==> src/rtl/program_loader.sv <==
// rtl/program_loader.sv - boot loader: byte stream to program/data memory load ports, then START
module program_loader #(
    parameter int ADDR_W    = 10,
    parameter int MAX_WORDS = 1024
) (
    input  logic              CLK,
    input  logic              RSTn,
    input  logic              CLR,
    input  logic              IN_VALID,
    output logic              IN_READY,
    input  logic [7:0]        IN_DATA,
    output logic              TB_LOAD_PROGRAM_CTRL,
    output logic [ADDR_W-1:0] TB_LOAD_PROGRAM_ADDR,
    output logic [31:0]       TB_LOAD_PROGRAM_DATA,
    output logic              TB_LOAD_DATA_CTRL,
    output logic [ADDR_W-1:0] TB_LOAD_DATA_ADDR,
    output logic [31:0]       TB_LOAD_DATA_DATA,
    output logic              START,
    output logic              BUSY,
    output logic              ERR
);

    typedef enum logic [2:0] {S_HDR, S_PROG, S_DATA, S_RUN, S_ERROR} state_t;

    localparam logic [16:0] MAX_W = 17'(MAX_WORDS);

    state_t      state;
    logic [1:0]  lane;
    logic [15:0] pcnt;
    logic [15:0] dcnt;
    logic [15:0] widx;
    logic [23:0] asm_word;

    logic        accept;
    logic [31:0] word_full;
    logic [15:0] dcnt_full;
    logic        hdr_bad;
    logic        last_word;

    assign BUSY      = (state == S_HDR) || (state == S_PROG) || (state == S_DATA);
    assign IN_READY  = BUSY && !CLR;
    assign accept    = IN_VALID && IN_READY;
    assign word_full = {IN_DATA, asm_word};
    // The 4th header byte is judged before it lands in dcnt.
    assign dcnt_full = {IN_DATA, dcnt[7:0]};
    assign hdr_bad   = (pcnt == 16'd0) || ({1'b0, pcnt} > MAX_W) || ({1'b0, dcnt_full} > MAX_W);
    assign last_word = (widx == (((state == S_PROG) ? pcnt : dcnt) - 16'd1));

    always_ff @(posedge CLK or negedge RSTn) begin
        if (!RSTn) begin
            state                <= S_HDR;
            lane                 <= 2'd0;
            pcnt                 <= 16'd0;
            dcnt                 <= 16'd0;
            widx                 <= 16'd0;
            asm_word             <= 24'd0;
            TB_LOAD_PROGRAM_CTRL <= 1'b0;
            TB_LOAD_PROGRAM_ADDR <= '0;
            TB_LOAD_PROGRAM_DATA <= 32'd0;
            TB_LOAD_DATA_CTRL    <= 1'b0;
            TB_LOAD_DATA_ADDR    <= '0;
            TB_LOAD_DATA_DATA    <= 32'd0;
            START                <= 1'b0;
            ERR                  <= 1'b0;
        end else if (CLR) begin
            state                <= S_HDR;
            lane                 <= 2'd0;
            pcnt                 <= 16'd0;
            dcnt                 <= 16'd0;
            widx                 <= 16'd0;
            asm_word             <= 24'd0;
            TB_LOAD_PROGRAM_CTRL <= 1'b0;
            TB_LOAD_DATA_CTRL    <= 1'b0;
            START                <= 1'b0;
            ERR                  <= 1'b0;
        end else begin
            TB_LOAD_PROGRAM_CTRL <= 1'b0;
            TB_LOAD_DATA_CTRL    <= 1'b0;
            // Entering RUN happens on the edge that launches the final strobe,
            // so START rises one edge later, after that strobe cycle.
            if (state == S_RUN)
                START <= 1'b1;
            if (accept) begin
                lane <= lane + 2'd1;
                case (state)
                    S_HDR: begin
                        case (lane)
                            2'd0: pcnt[7:0]  <= IN_DATA;
                            2'd1: pcnt[15:8] <= IN_DATA;
                            2'd2: dcnt[7:0]  <= IN_DATA;
                            default: begin
                                dcnt[15:8] <= IN_DATA;
                                state      <= hdr_bad ? S_ERROR : S_PROG;
                                ERR        <= hdr_bad;
                            end
                        endcase
                    end
                    S_PROG, S_DATA: begin
                        case (lane)
                            2'd0: asm_word[7:0]   <= IN_DATA;
                            2'd1: asm_word[15:8]  <= IN_DATA;
                            2'd2: asm_word[23:16] <= IN_DATA;
                            default: begin
                                if (state == S_PROG) begin
                                    TB_LOAD_PROGRAM_CTRL <= 1'b1;
                                    TB_LOAD_PROGRAM_ADDR <= widx[ADDR_W-1:0];
                                    TB_LOAD_PROGRAM_DATA <= word_full;
                                end else begin
                                    TB_LOAD_DATA_CTRL <= 1'b1;
                                    TB_LOAD_DATA_ADDR <= widx[ADDR_W-1:0];
                                    TB_LOAD_DATA_DATA <= word_full;
                                end
                                if (last_word) begin
                                    widx <= 16'd0;
                                    if (state == S_PROG && dcnt != 16'd0)
                                        state <= S_DATA;
                                    else
                                        state <= S_RUN;
                                end else begin
                                    widx <= widx + 16'd1;
                                end
                            end
                        endcase
                    end
                    default: ;
                endcase
            end
        end
    end

endmodule

==> config.mk <==
export PLATFORM = sky130hd
export DESIGN_NAME = program_loader
export DESIGN_NICKNAME = d
export VERILOG_FILES = /design/src/rtl/program_loader.sv
export SDC_FILE = /design/constraint.sdc
export NUM_CORES = 1
export LEC_CHECK = 0
export ABC_AREA = 1
export ABC_CLOCK_PERIOD_IN_PS = 2900
export CAP_MARGIN = 20
export CORE_MARGIN = 2
export CORE_UTILIZATION = 55
export DETAILED_ROUTE_END_ITERATION = 12
export PLACE_DENSITY_LB_ADDON = 0.15
export SKIP_LAST_GASP = 1
export SLEW_MARGIN = 0
export SYNTH_ARGS = -nofsm -noshare
export SYNTH_HDL_FRONTEND = slang
export SYNTH_SLANG_ARGS = --single-unit
==> constraint.sdc <==
create_clock -name CLK -period 2.9 [get_ports CLK]
set_clock_uncertainty 0.15 [all_clocks]
set_input_delay 0.58 -clock CLK [delete_from_list [all_inputs] [get_ports CLK]]
set_output_delay 0.58 -clock CLK [all_outputs]
set_load 0.01 [all_outputs]
==> run summary, run 1 <==
SYNTHESIS
--------------------------------------------------------------------------------
Post-synthesis instance total                                                956
Cell types with the largest area share after synthesis              sky130_fd_sc_hd__dfrtp_1 (53%), sky130_fd_sc_hd__nand2_1 (14%), sky130_fd_sc_hd__o21ai_0 (9.9%)
Cell Area, Synth                                                     0.00776 mm²
Library cells used by synthesis                                               34
Area share of the largest cell type after synthesis                        0.532
Proportion of synthesized chip area in sequential cells                    0.532
Main flop type after synthesis                                      sky130_fd_sc_hd__dfrtp_1
Flops & latches, synth                                                       165
Number of synthesized flops with an enable pin                                 0
Yosys synthesis warning count                                                  0
Average cell area after synthesis                                       8.12 µm²
Async set or reset register ratio after synthesis                           1.00
Net count after synthesis                                                    974
Largest area contributor in the netlist                             sky130_fd_sc_hd__dfrtp_1

STA
--------------------------------------------------------------------------------
Setup repair after global routing missed its margin                           no
Headroom to the max-slew limit                                             0.544
Post-layout min period                                                   2.82 ns
Ratio of final minimum period to clock period                              0.972
Worst Max-Slew Pin Slew                                                 0.684 ns
# setup viols final                                                            0
Final Hold Fails                                                               0
Fin. max-slew vios                                                             0
Upper clock frequency limit                                              355 MHz
Total Neg Setup Slack                                                       0 ns

MIN PATH
--------------------------------------------------------------------------------
HP Class                                                            input port to async pin

CLOCK NETWORK
--------------------------------------------------------------------------------
H-Tree Depth                                                                   4
TritonCTS clock tree                                                         yes
Root Buffer                                                         sky130_fd_sc_hd__clkbuf_16
Number of clock buffers inserted by TritonCTS                                 17
Clock Pin Slew Worst Setup and Hold Paths                                0.07 ns
Number of sinks on the clock net                                             165
Clock tree buffer depth                                                        2
Skew-Pair Late Insertion Delay                                           0.43 ns

ROUTE
--------------------------------------------------------------------------------
Total vias in the final route                                               6600
Wire length per cell after detailed routing                              14.9 µm
DRT Pass-1 Iters                                                               5
Final routed DRC violation total                                               0
Number of routed nets with antenna violations                                  0
Iteration-0 DRC Markers                                                      485
Drt via density                                                             5.24
Wire length after detailed routing                                       18.8 mm

PWR
--------------------------------------------------------------------------------
Switch share                                                               0.284
Power density over the cells                                          607 mW/mm²
Net switching power of the design                                        1680 µW
Leakage power figure                                                  0.00459 µW
Combinational share of power                                               0.160
IR drop worst, VDD                                                      0.372 mV
Clock share of power                                                       0.401
Internal power of the cells                                              4210 µW
Pwr Total                                                                5890 µW
Relative contribution of sequential cells to total power                   0.440

DIE
--------------------------------------------------------------------------------
Vertical die dimension                                                    123 µm
Core region area                                                      0.0138 mm²
Width of the die                                                          123 µm
Area of the die                                                       0.0151 mm²
Starting Density                                                           0.561
Row count                                                                     43
Boundary Pins                                                                102

LAYOUT
--------------------------------------------------------------------------------
Final net count                                                             1084
Number of antenna repair diodes                                                0
Register Area                                                        0.00413 mm²
Growth of design area from synthesis to finish                             25.0%
Ratio of cells with drive above 1 in the final layout                     0.0908
Combined area of the multi-input logic cells                         0.00306 mm²
Fill count                                                                  1147
Fin cells                                                                   1259

PLACEMENT
--------------------------------------------------------------------------------
Final weighted congestion in routability-driven placement                  0.951
Placed wire-length estimate after detailed placement                     13.1 mm
# port buffers                                                               101
Number of cells after detailed placement                                    1223

GRT
--------------------------------------------------------------------------------
Number of antenna violations at the first check in global routing              0
Via count of the first global-routing pass                                  6040
Largest net degree at the start of global routing                             85
Grt total ovfl                                                                 0
GRT Resource Usage Total                                                   0.262
Wire length of the first global-routing pass                             30.2 mm

SETUP PATH
--------------------------------------------------------------------------------
Data arrival time of the critical path                                   2.09 ns
Required time at the endpoint of the critical path                       2.17 ns
Critical path launch point type                                        flip-flop
Critical Setup Path Class                                           flip-flop to primary output
Crit path capture type                                              primary output
Critical-path maximum fanout                                                  13

FLOW RUN
--------------------------------------------------------------------------------
Max_cap viols                                                                  0

STATUS
--------------------------------------------------------------------------------
Result of the run                                                   finished clean

[metal layers]
layer / vias up / part of all wire / wire length, µm / track usage
met5: - / 0 / 0 / 0
met4: 0 / 0.017 / 320 / 0.0754
met3: 30 / 0.060 / 1130 / 0.0604
met2: 197 / 0.46 / 8550 / 0.406
met1: 3110 / 0.47 / 8780 / 0.371
li1: 3263 / - / - / -
[timing repair]
action                     CTS  global route
hold endpoints to repair     0             0
gates resized for setup      0             5
setup buffers                0             3
hold buffers                 0             0
setup endpoints to repair    0            19
[worst max-delay path, cell delays in order, from the launching register on]
cell	delay, ns
sky130_fd_sc_hd__dfrtp_1	0.40
sky130_fd_sc_hd__inv_2	0.08
sky130_fd_sc_hd__buf_4	0.19
sky130_fd_sc_hd__nand2_1	0.14
sky130_fd_sc_hd__nor2_1	0.25
sky130_fd_sc_hd__clkdlybuf4s50_1	0.61
[layout make-up]
cell class              instances  area share
clock inverters                13      0.0173
multi-input cells             643       0.316
inverters                     113      0.0437
well taps                     180      0.0232
clock buffers                  19      0.0467
flip-flops and latches        165       0.426
repair buffers                126       0.128
[power by group through the flow]
stage               clock network (µW)  logic [µW]  registers [µW]
global route                      2500        1070            2610
global placement                     0         900            2620
detailed placement                   0         922            2630
CTS                               2390         930            2590
finish                            2360         940            2590
floorplan                            0         610            2610
[Yosys cell counts (4+ instances only)]
master / count
sky130_fd_sc_hd__inv_2: 6
sky130_fd_sc_hd__nand4_1: 11
sky130_fd_sc_hd__nand3_2: 5
sky130_fd_sc_hd__nand2_1: 281
sky130_fd_sc_hd__clkbuf_1: 27
sky130_fd_sc_hd__xor2_1: 18
sky130_fd_sc_hd__nand3_1: 52
sky130_fd_sc_hd__nor3_1: 7
sky130_fd_sc_hd__o21ai_1: 11
sky130_fd_sc_hd__nand3b_1: 6
sky130_fd_sc_hd__nand2_2: 12
sky130_fd_sc_hd__o21ai_0: 154
sky130_fd_sc_hd__dfrtp_1: 165
sky130_fd_sc_hd__nor2_2: 4
sky130_fd_sc_hd__ha_1: 6
sky130_fd_sc_hd__nor2_1: 53
sky130_fd_sc_hd__inv_1: 107
[state kept, by name (all words and copies together), names as in the netlist, 10 cells and up]
name	flops
widx	16
asm_word	24
TB_LOAD_PROGRAM_ADDR	10
pcnt	16
TB_LOAD_DATA_ADDR	10
dcnt	16
TB_LOAD_DATA_DATA	32
TB_LOAD_PROGRAM_DATA	32
[through the flow]
step / hold WS [ns] / utilization / setup slack (ns) / instance area (µm²)
2_1_floorplan: 0.134 / - / 0.469 / 7760
3_3_place_gp: 0.315 / 0.654 / 0.137 / 9040
3_5_place_dp: 0.322 / 0.654 / 0.0884 / 9040
4_1_cts: 0.0437 / 0.698 / 0.0844 / 9660
5_1_grt: 0.0699 / 0.702 / 0.00547 / 9700
6_report: 0.0153 / 0.702 / 0.0805 / 9700
[final timing paths]
check                                           endpoint          from  cells past startpoint  slack, ns
worst max register to register                  widx[13]      state[2]                     14       0.23
worst max-delay path                            IN_READY      state[2]                      5       0.08
min in group CLK                            asm_word[13]  asm_word[13]                      2       0.33
max in group asynchronous       TB_LOAD_PROGRAM_DATA[12]          RSTn                      2       1.82
worst min register to register              asm_word[13]  asm_word[13]                      2       0.33
worst min-delay path               TB_LOAD_DATA_DATA[20]          RSTn                      1       0.02
[layout by cell type (no fill, tap or decap), types with 2 or more instances in the layout]
cell,count
sky130_fd_sc_hd__nand4_1,11
sky130_fd_sc_hd__dfrtp_1,164
sky130_fd_sc_hd__nor3_1,7
sky130_fd_sc_hd__buf_4,21
sky130_fd_sc_hd__nor4_1,3
sky130_fd_sc_hd__or2_2,3
sky130_fd_sc_hd__clkdlybuf4s50_1,100
sky130_fd_sc_hd__inv_6,3
sky130_fd_sc_hd__clkbuf_16,17
sky130_fd_sc_hd__inv_2,8
sky130_fd_sc_hd__nand2_4,2
sky130_fd_sc_hd__buf_12,3
sky130_fd_sc_hd__inv_1,105
sky130_fd_sc_hd__bufinv_16,3
sky130_fd_sc_hd__ha_1,6
sky130_fd_sc_hd__nand3_1,52
sky130_fd_sc_hd__nor2_1,52
sky130_fd_sc_hd__a21oi_1,2
sky130_fd_sc_hd__clkinv_2,3
sky130_fd_sc_hd__clkbuf_8,2
sky130_fd_sc_hd__clkinv_4,2
sky130_fd_sc_hd__nor2_4,4
sky130_fd_sc_hd__a31oi_1,2
sky130_fd_sc_hd__nand2_2,12
sky130_fd_sc_hd__nand3_2,5
sky130_fd_sc_hd__o21ai_0,154
sky130_fd_sc_hd__o21ai_1,11
sky130_fd_sc_hd__nand3b_1,6
sky130_fd_sc_hd__nor2_2,4
sky130_fd_sc_hd__xor2_1,18
sky130_fd_sc_hd__buf_6,2
sky130_fd_sc_hd__nand2_1,281
sky130_fd_sc_hd__o211ai_1,2
[logic make-up after synthesis]
family,share of synthesized area
AOI/OAI and AO/OA,0.116
xor gates and xnor gates,0.0214
adders and majority gates,0.00967
buffers and inverters,0.0759
DFF,0.532
and+or+nand+nor,0.245
Power figures use the tool's default switching activity.
==> run 2, diff against run 1 <==
--- a/config.mk
+++ b/config.mk
@@ -10,8 +10,10 @@
 export CAP_MARGIN = 20
 export CORE_MARGIN = 2
 export CORE_UTILIZATION = 55
+export CTS_BUF_LIST = sky130_fd_sc_hd__clkbuf_2 sky130_fd_sc_hd__clkbuf_4 sky130_fd_sc_hd__clkbuf_8
 export DETAILED_ROUTE_END_ITERATION = 12
 export PLACE_DENSITY_LB_ADDON = 0.15
+export REMOVE_ABC_BUFFERS = 1
 export SKIP_LAST_GASP = 1
 export SLEW_MARGIN = 0
 export SYNTH_ARGS = -nofsm -noshare
==> run 2 against run 1 <==
Effect of this change:
- count of clock-buffer cells in the layout is the same
- sequential power is essentially flat
- die area is the same
- critical endpoint is now BUSY
- largest power group unchanged
==> run summary, run 2 (synthesis gave the netlist of run 1 again) <==
SETUP PATH
--------------------------------------------------------------------------------
Worst Reg-to-Reg Cells                                                        17   was 14
Critical Setup Path Class                                           flip-flop to primary output   unchanged
Critical path launch point type                                        flip-flop   unchanged
Internal reg-to-reg setup slack                                          0.23 ns   about the same
Worst setup path startpoint                                             state[2]   unchanged
Critical path destination                                                   BUSY   was IN_READY
RR Startpoint                                                           state[0]   was state[2]
Required time at the endpoint of the critical path                       2.17 ns   about the same
Crit path capture type                                              primary output   unchanged
Critical-path maximum fanout                                                  15   was 13
Data arrival time of the critical path                                   2.01 ns   was 2.09 ns
FF-to-FF End                                                             widx[0]   was widx[13]

FLOW RUN
--------------------------------------------------------------------------------
Max_cap viols                                                                  0   unchanged

CLOCK NETWORK
--------------------------------------------------------------------------------
TritonCTS clock tree                                                         yes   unchanged
Skew-Pair Late Insertion Delay                                           0.46 ns   was 0.43 ns
Clock Pin Slew Worst Setup and Hold Paths                                0.08 ns   was 0.07 ns
Root Buffer                                                         sky130_fd_sc_hd__clkbuf_8   was sky130_fd_sc_hd__clkbuf_16
Number of sinks on the clock net                                             165   unchanged
Clock tree buffer depth                                                        2   unchanged
H-Tree Depth                                                                   4   unchanged
Number of clock buffers inserted by TritonCTS                                 17   unchanged

LAYOUT
--------------------------------------------------------------------------------
Ratio of cells with drive above 1 in the final layout                     0.0955   was 0.0908
Number of antenna repair diodes                                                0   unchanged
Fill count                                                                  1199   was 1147
Growth of design area from synthesis to finish                             22.4%   was 25.0%
Most common cell after layout, fill and taps aside                  sky130_fd_sc_hd__nand2_1   unchanged
Largest registers in the final layout                               TB_LOAD_DATA_DATA: 32 flops, TB_LOAD_PROGRAM_DATA: 32 flops, asm_word: 24 flops   unchanged
Highest-count cells in the layout ignoring fill and taps            sky130_fd_sc_hd__nand2_1 (280), sky130_fd_sc_hd__dfrtp_1 (163), sky130_fd_sc_hd__o21ai_0 (154)   was sky130_fd_sc_hd__nand2_1 (281), sky130_fd_sc_hd__dfrtp_1 (164), sky130_fd_sc_hd__o21ai_0 (154)
Final net count                                                             1084   unchanged

DIE
--------------------------------------------------------------------------------
Area of the die                                                       0.0151 mm²   unchanged
Vertical die dimension                                                    123 µm   unchanged
Starting Density                                                           0.561   unchanged
Width of the die                                                          123 µm   unchanged
Boundary Pins                                                                102   unchanged
Core region area                                                      0.0138 mm²   unchanged
Row count                                                                     43   unchanged

ROUTE
--------------------------------------------------------------------------------
DRT Pass-1 Iters                                                               7   was 5
Total vias in the final route                                               6513   was 6600
Iteration-0 DRC Markers                                                      481   was 485
Wire length per cell after detailed routing                              14.2 µm   was 14.9 µm
Final routed DRC violation total                                               0   unchanged
Number of routed nets with antenna violations                                  0   unchanged
Drt via density                                                             5.17   was 5.24
Wire length after detailed routing                                       17.9 mm   was 18.8 mm

STATUS
--------------------------------------------------------------------------------
Result of the run                                                   finished clean   unchanged

STA
--------------------------------------------------------------------------------
Post-route worst setup slack                                            0.155 ns   was 0.0805 ns
Fin. max-slew vios                                                             0   unchanged
Ratio of final minimum period to clock period                              0.946   was 0.972
Worst hold-check slack                                                  0.337 ns   was 0.0153 ns
# setup viols final                                                            0   unchanged
Headroom to the max-slew limit                                             0.511   was 0.544
Final Hold Fails                                                               0   unchanged
Worst Max-Slew Pin Slew                                                 0.733 ns   was 0.684 ns
Upper clock frequency limit                                              364 MHz   was 355 MHz
Post-layout min period                                                   2.74 ns   was 2.82 ns

PWR
--------------------------------------------------------------------------------
Power density over the cells                                          556 mW/mm²   was 607 mW/mm²
Relative contribution of sequential cells to total power                   0.489   was 0.440
IR drop worst, VDD                                                      0.273 mV   was 0.372 mV
Internal power of the cells                                              3700 µW   was 4210 µW
Switch share                                                               0.300   was 0.284
Pwr Total                                                                5280 µW   was 5890 µW
Clock share of power                                                       0.332   was 0.401
Net switching power of the design                                        1580 µW   was 1680 µW
Leakage power figure                                                  0.00448 µW   was 0.00459 µW
Combinational share of power                                               0.178   was 0.160

MIN PATH
--------------------------------------------------------------------------------
HP Class                                                            flip-flop to flip-flop   was input port to async pin

GRT
--------------------------------------------------------------------------------
Largest net degree at the start of global routing                             85   unchanged
Wire length of the first global-routing pass                             30.2 mm   about the same
GRT Resource Usage Total                                                   0.257   was 0.262
Grt total ovfl                                                                 0   unchanged
Number of antenna violations at the first check in global routing              0   unchanged
Via count of the first global-routing pass                                  6183   was 6040

PLACEMENT
--------------------------------------------------------------------------------
# port buffers                                                               101   unchanged
Final weighted congestion in routability-driven placement                  0.958   was 0.951
Post-placement worst setup slack                                        0.150 ns   was 0.0884 ns
Placed wire-length estimate after detailed placement                     13.0 mm   was 13.1 mm

[run 2: final cells by class]
class | count | area, µm² | share of cell area
clock inverter | 13 | 168 | 0.0176
clock buffer | 19 | 255 | 0.0269
inverter | 113 | 424 | 0.0446
multi-input combinational | 642 | 3070 | 0.324
tap | 180 | 225 | 0.0237
sequential | 165 | 4130 | 0.435
timing repair buffer | 127 | 1220 | 0.129
[run 2: worst min-delay path by stage]
stage,slack [ns],to,depth (start not counted),start
6_report,0.34,TB_LOAD_PROGRAM_DATA[13],2,TB_LOAD_PROGRAM_DATA[13]
5_1_grt,0.35,TB_LOAD_PROGRAM_ADDR[2],2,TB_LOAD_PROGRAM_ADDR[2]
4_1_cts,0.34,TB_LOAD_PROGRAM_DATA[21],2,TB_LOAD_PROGRAM_DATA[21]
3_5_place_dp,0.32,TB_LOAD_DATA_DATA[25],2,TB_LOAD_DATA_DATA[25]
3_3_place_gp,0.31,TB_LOAD_DATA_DATA[15],2,TB_LOAD_DATA_DATA[15]
2_1_floorplan,0.13,ERR,0,RSTn
[run 2: metal layers]
layer | wire, µm | track usage
met2 | 8610 | 0.413
met3 | 744 | 0.0400
met5 | 0 | 0
met1 | 8310 | 0.361
met4 | 233 | 0.0826
[run 2: what timing repair did]
action / in CTS / in global routing
gates resized for setup: 1 / 11
setup endpoints to repair: 1 / 22
hold buffers: 1 / 0
hold endpoints to repair: 58 / 0
pin swaps: 0 / 1
buffers inserted: 0 / 1
[run 2: through the flow]
stage / utilization / area, µm² / cells / TNS, ns
final: 0.687 / 9500 / 1259 / 0
after global placement: 0.653 / 9030 / 1225 / 0
after detailed placement: 0.653 / 9030 / 1225 / 0
after global routing: 0.687 / 9500 / 1259 / -0.0134
after CTS: 0.684 / 9460 / 1258 / 0
after floorplan: - / 7600 / 920 / 0
[run 2: power groups by stage]
stage / Sequential (µW) / Combinational (µW) / Clock [µW]
final: 2590 / 943 / 1760
after global routing: 2610 / 1080 / 1890
after CTS: 2580 / 933 / 1790
after detailed placement: 2630 / 926 / 0
after global placement: 2620 / 910 / 0
after floorplan: 2610 / 599 / 0
[run 2: critical path, cell delays in order, from the launching register on]
cell and delay [ns]:
sky130_fd_sc_hd__dfrtp_1 0.40, sky130_fd_sc_hd__inv_2 0.10, sky130_fd_sc_hd__buf_6 0.17, sky130_fd_sc_hd__buf_4 0.19, sky130_fd_sc_hd__nand2_1 0.11, sky130_fd_sc_hd__inv_1 0.07, sky130_fd_sc_hd__clkdlybuf4s50_1 0.53
==> run 3, diff against run 2 <==
--- a/config.mk
+++ b/config.mk
@@ -12,6 +12,7 @@
 export CORE_UTILIZATION = 55
 export CTS_BUF_LIST = sky130_fd_sc_hd__clkbuf_2 sky130_fd_sc_hd__clkbuf_4 sky130_fd_sc_hd__clkbuf_8
 export DETAILED_ROUTE_END_ITERATION = 12
+export HOLD_SLACK_MARGIN = 0.03
 export PLACE_DENSITY_LB_ADDON = 0.15
 export REMOVE_ABC_BUFFERS = 1
 export SKIP_LAST_GASP = 1
==> results of run 3 <==
No change in the layout: final DEF, timing and power equal those of run 2.
